**config.mk**
```make
export PLATFORM = sky130hd
export DESIGN_NAME = msrv32_dmem_ahb_master
export DESIGN_NICKNAME = d
export VERILOG_FILES = /design/src/rtl/msrv32_dmem_ahb_master.sv
export SDC_FILE = /design/constraint.sdc
export NUM_CORES = 1
export LEC_CHECK = 0
export CAP_MARGIN = 30
export CORE_ASPECT_RATIO = 2
export CORE_MARGIN = 2
export CORE_UTILIZATION = 38
export DETAILED_ROUTE_END_ITERATION = 8
export PLACE_DENSITY = 0.8
export RECOVER_POWER = 50
export SLEW_MARGIN = 30
export SYNTH_ARGS = -nofsm -noshare
export SYNTH_HDL_FRONTEND = slang
export SYNTH_SLANG_ARGS = --single-unit
```
**constraint.sdc**
```tcl
create_clock -name ms_riscv32_mp_clk_in -period 2.05 [get_ports ms_riscv32_mp_clk_in]
set_input_delay 0.205 -clock ms_riscv32_mp_clk_in [delete_from_list [all_inputs] [get_ports ms_riscv32_mp_clk_in]]
set_output_delay 0.205 -clock ms_riscv32_mp_clk_in [all_outputs]
set_load 0.05 [all_outputs]
```
**src/rtl/msrv32_dmem_ahb_master.sv**
```systemverilog
// Data-memory AHB-Lite master for the msrv32 core: one load/store at a time,
// misaligned or illegal-size requests are completed locally without bus activity.
module msrv32_dmem_ahb_master (
  input  logic        ms_riscv32_mp_clk_in,
  input  logic        ms_riscv32_mp_rst_in,
  input  logic        req_valid_in,
  input  logic        req_write_in,
  input  logic [31:0] req_addr_in,
  input  logic [31:0] req_wdata_in,
  input  logic [1:0]  req_size_in,
  output logic        req_ready_out,
  output logic        stall_out,
  input  logic        hready_in,
  input  logic        hresp_in,
  input  logic [31:0] hrdata_in,
  output logic [31:0] haddr_out,
  output logic [1:0]  htrans_out,
  output logic        hwrite_out,
  output logic [2:0]  hsize_out,
  output logic [31:0] hwdata_out,
  output logic [31:0] ms_riscv32_mp_dmdata_out,
  output logic        ahb_resp_out,
  output logic [1:0]  iadder_out_1_to_0_out,
  output logic        done_out,
  output logic        misaligned_out
);

  typedef enum logic [1:0] {
    S_IDLE = 2'd0,
    S_ADDR = 2'd1,
    S_DATA = 2'd2
  } state_t;

  state_t      state_q, state_d;
  logic        accept;
  logic        misaligned;
  logic        complete;

  logic [31:0] haddr_q;
  logic        hwrite_q;
  logic [2:0]  hsize_q;
  logic [31:0] hwdata_q;
  logic [31:0] dmdata_q;
  logic        resp_q;
  logic [1:0]  ia_q;
  logic        done_q;
  logic        mis_q;

  assign accept   = (state_q == S_IDLE) && req_valid_in;
  assign complete = (state_q == S_DATA) && hready_in;

  always_comb begin
    misaligned = 1'b0;
    case (req_size_in)
      2'b01:   misaligned = req_addr_in[0];
      2'b10:   misaligned = |req_addr_in[1:0];
      2'b11:   misaligned = 1'b1;
      default: misaligned = 1'b0;
    endcase
  end

  always_ff @(posedge ms_riscv32_mp_clk_in) begin
    if (ms_riscv32_mp_rst_in) begin
      state_q <= S_IDLE;
    end else begin
      state_q <= state_d;
    end
  end

  always_comb begin
    state_d = state_q;
    case (state_q)
      S_IDLE:  if (req_valid_in && !misaligned) state_d = S_ADDR;
      S_ADDR:  if (hready_in) state_d = S_DATA;
      S_DATA:  if (hready_in) state_d = S_IDLE;
      default: state_d = S_IDLE;
    endcase
  end

  always_comb begin
    req_ready_out = 1'b0;
    stall_out     = 1'b1;
    htrans_out    = 2'b00;
    case (state_q)
      S_IDLE: begin
        req_ready_out = 1'b1;
        stall_out     = 1'b0;
      end
      S_ADDR:  htrans_out = 2'b10;
      default: htrans_out = 2'b00;
    endcase
  end

  // Address-phase registers load only for aligned requests so they hold outside ADDR.
  always_ff @(posedge ms_riscv32_mp_clk_in) begin
    if (ms_riscv32_mp_rst_in) begin
      haddr_q  <= '0;
      hwrite_q <= 1'b0;
      hsize_q  <= '0;
      hwdata_q <= '0;
      dmdata_q <= '0;
      resp_q   <= 1'b0;
      ia_q     <= '0;
      done_q   <= 1'b0;
      mis_q    <= 1'b0;
    end else begin
      done_q <= 1'b0;
      mis_q  <= 1'b0;
      if (accept) begin
        if (misaligned) begin
          done_q <= 1'b1;
          mis_q  <= 1'b1;
          ia_q   <= req_addr_in[1:0];
        end else begin
          haddr_q  <= req_addr_in;
          hwrite_q <= req_write_in;
          hsize_q  <= {1'b0, req_size_in};
          hwdata_q <= req_wdata_in;
        end
      end
      if (complete) begin
        done_q <= 1'b1;
        resp_q <= hresp_in;
        ia_q   <= haddr_q[1:0];
        if (!hwrite_q && !hresp_in) begin
          dmdata_q <= hrdata_in;
        end
      end
    end
  end

  assign haddr_out                = haddr_q;
  assign hwrite_out               = hwrite_q;
  assign hsize_out                = hsize_q;
  assign hwdata_out               = hwdata_q;
  assign ms_riscv32_mp_dmdata_out = dmdata_q;
  assign ahb_resp_out             = resp_q;
  assign iadder_out_1_to_0_out    = ia_q;
  assign done_out                 = done_q;
  assign misaligned_out           = mis_q;

endmodule

```
==> results.md, run 1 <==
- RSZ-0062 raised after global routing: no
- CP arrival: 1.68 ns
- Clk Latency, worst-skew pair: 0.34 ns
- Crit end category: output pin
- Area of the core: 9700 sq um
- Initial Utilization: 38.7%
- Pre-Repair DR Iteration Count: 6
- CTS tree: done
- RePlAce Congestion: 0.802
- Share of cells above drive strength 1: 4.63%
- H-tree Lvls: 3
- Mux share of post-synthesis cell area: 1.40%
- Synthesized flop and latch total: 106
- Worst-Margin Slew: 0.730 ns
- Final Skew: 0.00636 ns
- Multi-input logic area: 1440 sq um
- Final hold viol count: 0
- GRT Util Overall: 20.9%
- Synth Instances: 466
- Xor/xnor share of the synthesized area: 0%
- Drt drc: 0
- Clock buffer depth: 2
- Post-synth ARST share: 0%
- WL per Instance: 14.5 microns
- Ant. Diodes: 0
- Crit path time final: 1.88 ns
- Compound-Gate Fraction of Synth Area: 14.6%
- Final worst path period share: 91.8%
- Nets: 769
- Placed Area: 5970 sq um
- Largest net degree at the start of global routing: 54
- Worst hold path class: in -> reg
- Clock slew at reported path FFs: 0.06 ns
- Die width: 74.3 microns
- Gr ovfl total: 0
- Worst slack at placement: 0.170 ns
- Post-synth top area share: 56.5%
- Clock root cell: clkbuf_16
- Peak supply drop: 0.000548 V
- Register Area: 2120 sq um
- Critical path peak fanout: 5
- Max Freq: 0.531 GHz
- MaxCap Viol Count: 0
- Mapped Avg Cell Area: 8.05 sq um
- Row cnt: 51
- First-pass GRT wire length: 17.1 mm
- Final Instance Area: 6240 sq um
- Vias in the first global route: 3,518
- Crit path launch type: register
- # IOs: 213
- Initial antenna violation count: 0
- Synthesized area: 3750 sq um
- Top cells by area, synth: dfxtp_1 (57%), nand2_1 (20%), a21oi_1 (13%)
- Die Y: 145 microns
- Sequential-to-total area share from yosys stat: 56.5%
- Final setup fails: 0
- Synth warn: 0
- Largest family of logic cells by synthesized area: simple AND/OR/NAND/NOR gates
- Vias: 3,792
- Yosys top cell by area: dfxtp_1
- Adder-cell share of the synthesized area: 0%
- Post-route ant nets: 0
- Max-slew violation count: 0
- PwrDens: 766 nW/um^2
- Distinct cell type count of the synthesized netlist: 25
- Kind of critical path: reg -> out
- Number of buffers created by CTS: 9
- Initial DRC count: 163
- Routed WL: 11.6 mm
- Main flop type after synthesis: dfxtp_1
- Setup ws final: 0.168 ns
- Fillers: 849
- Die area: 10,700 sq um
- Post-synth EDFFs: 0
- Clock sink total: 106
- Status: complete, no violations
- Fin util: 64.3%
- Via density: 4.73
- Simple-Gate Fraction of Synth Area: 22.1%
- Post-DP HPWL: 8.88 mm
- Leakage power: 2.23 nW
- Slew margin rel.: 51.4%
- Area growth, synth to finish: 66.2%
- Critical Path RT: 1.85 ns
- Port-buffer cells: 210
- Setup TNS: 0 ns
- Post-CTS Setup Inserts: 0
[worst paths after layout]
kind / from / slack, ns / end / cells after the start
worst max-delay path: state_q[0] / 0.17 / req_ready_out / 2
worst min-delay path: ms_riscv32_mp_rst_in / 0.30 / done_out / 2
worst max register to register: state_q[0] / 0.31 / ms_riscv32_mp_dmdata_out[2] / 5
worst min register to register: ms_riscv32_mp_dmdata_out[29] / 0.45 / ms_riscv32_mp_dmdata_out[29] / 2
[sequential cells by signal (all words and copies together), names as in the netlist]
register	flops
hwdata_out	32
iadder_out_1_to_0_out	2
hwrite_out	1
done_out	1
hsize_out	2
ms_riscv32_mp_dmdata_out	32
haddr_out	32
state_q	2
ahb_resp_out	1
misaligned_out	1
[synth_stat cells, types with 2 or more instances]
master and n:
nand2_1 198, clkbuf_1 18, a21oi_1 101, buf_2 9, nor2_1 6, buf_6 6, mux2i_1 3, buf_4 2
dfxtp_1 106, mux2_2 2
[power by group]
group	internal, mW	switching, mW	total, mW
clock network	0.981	0.719	1.70
registers	2.14	0.0407	2.18
logic	0.380	0.519	0.899
[per-layer routing]
layer	GRT usage [%]	part of all wire (%)
met1	21.6	34
met4	11.1	4.1
met2	38.3	56
met3	3.90	5.1
met5	0	0
[worst max-delay path, cell delays in order (launching register included)]
cell	delay, ns
dfxtp_1	0.34
nor2_1	0.17
clkdlybuf4s50_1	0.84
[kinds of logic after synthesis]
logic type | Yosys count
other | 1
DFF | 106
and+or+nand+nor | 213
AOI/OAI and AO/OA | 105
muxes | 5
buffers and inverters | 36
[per-stage QoR]
stage / hold slack [ns] / power (mW) / cells
4_1_cts: 0.292 / 4.84 / 802
6_report: 0.297 / 4.78 / 802
5_1_grt: 0.315 / 4.96 / 802
3_5_place_dp: 0.445 / 3.14 / 786
3_3_place_gp: 0.442 / 3.12 / 786
2_1_floorplan: 0.341 / 2.72 / 467
[area by class of cell]
cell class,instances,area share [%]
clock buffer,12,3.95
tap,132,2.65
clock inverter,4,0.822
inverter,1,0.0602
multi-input combinational,325,23.0
timing repair buffer,222,35.5
sequential,106,34.0
[cells in the final DEF (no fill, tap or decap), drive strengths merged, types with 2 or more instances in the layout]
| cell type | count |
|---|---|
| mux2 | 2 |
| nor3 | 2 |
| buf | 12 |
| clkdlybuf4s50 | 207 |
| a21oi | 102 |
| nand2 | 198 |
| conb | 2 |
| clkbuf | 13 |
| dfxtp | 106 |
| mux2i | 3 |
| nor2 | 6 |
| clkinv | 2 |
[repair_timing]
action                     CTS  global route
hold buffers                 0             0
gates resized for setup      0             1
setup endpoints to repair    0             1
(Power assumes the default switching activity.)
==> inputs of run 2 (changes only) <==
--- a/config.mk
+++ b/config.mk
@@ -6,11 +6,13 @@
 export NUM_CORES = 1
 export LEC_CHECK = 0
 export CAP_MARGIN = 30
+export CELL_PAD_IN_SITES_DETAIL_PLACEMENT = 0
+export CELL_PAD_IN_SITES_GLOBAL_PLACEMENT = 1
 export CORE_ASPECT_RATIO = 2
 export CORE_MARGIN = 2
-export CORE_UTILIZATION = 38
+export CORE_UTILIZATION = 26
 export DETAILED_ROUTE_END_ITERATION = 8
-export PLACE_DENSITY = 0.8
+export PLACE_DENSITY = 0.79
 export RECOVER_POWER = 50
 export SLEW_MARGIN = 30
 export SYNTH_ARGS = -nofsm -noshare
==> run 2 against run 1 <==
Via count fell by 0.37%. Worst hold slack improved by 0.086 ns. Setup slack better by 0.038 ns. Design area rose by 1.2%. Register-to-register slack got worse by 0.04 ns. Die area rose by 44%. Fmax grew 2.0%. Clock power about the same. First-iteration DRC count down 40%. Global-route usage is 5.1 points lower. Critical endpoint is now stall_out. Largest cell class unchanged.
==> results.md, run 2 (synthesis gave the netlist of run 1 again) <==
- Share of cells above drive strength 1: 3.75% (was 4.63%)
- Most common cell after layout, fill and taps aside: clkdlybuf4s50_1 (unchanged)
- CP arrival: 1.64 ns (was 1.68 ns)
- First-pass GRT wire length: 18.9 mm (was 17.1 mm)
- Critical Path RT: 1.85 ns (about the same)
- Fin util: 44.2% (was 64.3%)
- Largest net degree at the start of global routing: 60 (was 54)
- GRT Util Overall: 15.8% (was 20.9%)
- Initial DRC count: 97 (was 163)
- Vias: 3,778 (was 3,792)
- PwrDens: 760 nW/um^2 (was 766 nW/um^2)
- Drt drc: 0 (unchanged)
- Clock sink total: 106 (unchanged)
- Number of buffers created by CTS: 9 (unchanged)
- Worst reg2reg path depth: 5 (unchanged)
- H-tree Lvls: 3 (unchanged)
- Post-CTS sizing: 0 (unchanged)
- Max-slew violation count: 0 (unchanged)
- Vias in the first global route: 3,749 (was 3,518)
- CTS Hold Buffers Added: 0 (unchanged)
- CTS tree: done (unchanged)
- Crit path to: stall_out (was req_ready_out)
- Area growth, synth to finish: 68.2% (was 66.2%)
- Clock slew at reported path FFs: 0.07 ns (was 0.06 ns)
- Final hold viol count: 0 (unchanged)
- Gr ovfl total: 0 (unchanged)
- Row cnt: 62 (was 51)
- Pre-Repair DR Iteration Count: 4 (was 6)
- Post-CTS Setup Inserts: 0 (unchanged)
- Initial antenna violation count: 0 (unchanged)
- Routed WL: 12.4 mm (was 11.6 mm)
- RSZ-0062 raised after global routing: no (unchanged)
- Worst-Margin Slew: 0.661 ns (was 0.730 ns)
- Initial Utilization: 26.3% (was 38.7%)
- Crit path launch: state_q[1] (was state_q[0])
- Ant. Diodes: 0 (unchanged)
- Post-DP HPWL: 9.30 mm (was 8.88 mm)
- Clk Latency, worst-skew pair: 0.34 ns (about the same)
- Port-buffer cells: 210 (unchanged)
- Crit end category: output pin (unchanged)
- # IOs: 213 (unchanged)
- Peak supply drop: 0.000383 V (was 0.000548 V)
- Status: complete, no violations (unchanged)
- Slew margin rel.: 55.9% (was 51.4%)
- Leakage power: 2.21 nW (was 2.23 nW)
- Nets: 767 (was 769)
- Flop-to-flop setup slack: 0.27 ns (was 0.31 ns)
- Die width: 89.0 microns (was 74.3 microns)
- Final Instance Area: 6310 sq um (was 6240 sq um)
- Die Y: 174 microns (was 145 microns)
- Worst hold slack: 0.383 ns (was 0.297 ns)
- Final Skew: 0.00818 ns (was 0.00636 ns)
- Clock root cell: clkbuf_16 (unchanged)
- Crit path time final: 1.84 ns (was 1.88 ns)
- Setup TNS: 0 ns (unchanged)
- Kind of critical path: reg -> out (unchanged)
- Via density: 4.40 (was 4.73)
- WL per Instance: 14.4 microns (was 14.5 microns)
- Worst r2r dst: haddr_out[7] (was ms_riscv32_mp_dmdata_out[2])
- Power Total: 4.80 mW (was 4.78 mW)
- Die area: 15,500 sq um (was 10,700 sq um)
- Final setup fails: 0 (unchanged)
- Max Freq: 0.542 GHz (was 0.531 GHz)
- Critical path peak fanout: 5 (unchanged)
- Most frequent cells in the layout: clkdlybuf4s50_1 (208), nand2_1 (198), dfxtp_1 (106), a21oi_1 (102), clkbuf_16 (9) (was clkdlybuf4s50_1 (207), nand2_1 (198), dfxtp_1 (106), a21oi_1 (102))
- Worst hold path class: in -> reg (unchanged)
- Placed Area: 6060 sq um (was 5970 sq um)
- Worst r2r src: state_q[0] (unchanged)
- Crit path launch type: register (unchanged)
- RePlAce Congestion: 0.729 (was 0.802)
- Final worst path period share: 90.0% (was 91.8%)
- Clock buffer depth: 2 (unchanged)
- Post-route ant nets: 0 (unchanged)
- MaxCap Viol Count: 0 (unchanged)
- Area of the core: 14,300 sq um (was 9700 sq um)
-- run 2: metal layers --
layer | track usage [%] | vias to the layer above | share of wire (%)
li1 | - | 1881 | -
met1 | 15.3 | 1734 | 34
met2 | 29.9 | 138 | 57
met3 | 3.51 | 25 | 4.9
met4 | 7.65 | 0 | 4.1
met5 | 0 | - | 0
-- run 2: worst max-delay path: stages, from the launching register on --
cell	delay (ns)
dfxtp_1	0.39
nor2_1	0.08
inv_1	0.05
clkdlybuf4s50_1	0.79
-- run 2: power by group --
group | leakage [nW] | switching (mW) | internal (mW)
clock | 0.134 | 0.738 | 0.975
combinational | 1.22 | 0.524 | 0.383
sequential | 0.861 | 0.0404 | 2.14
-- run 2: how the worst min path moves through the flow --
stage                                    start                           to  slack (ns)  cells after the start
final                     ms_riscv32_mp_rst_in  ms_riscv32_mp_dmdata_out[9]        0.38                      2
after global routing      ms_riscv32_mp_rst_in                haddr_out[28]        0.41                      2
after CTS                 ms_riscv32_mp_rst_in                   state_q[1]        0.38                      2
after detailed placement         haddr_out[28]                haddr_out[28]        0.45                      2
after global placement           hwdata_out[0]                hwdata_out[0]        0.44                      2
after floorplan               req_wdata_in[10]               hwdata_out[10]        0.34                      2
-- run 2: metrics by stage --
step	setup slack [ns]	cells
final	0.205	859
after global routing	0.0754	859
after CTS	0.0166	859
after detailed placement	0.176	844
after global placement	0.211	844
after floorplan	0.381	467
-- run 2: cell type report --
cell class | instances | area [sq um]
sequential | 106 | 2120
multi-input combinational | 325 | 1420
inverter | 1 | 3.75
timing repair buffer | 220 | 2230
tap | 192 | 240
clock buffer | 11 | 243
clock inverter | 4 | 52.6
fill | 1494 | 7960
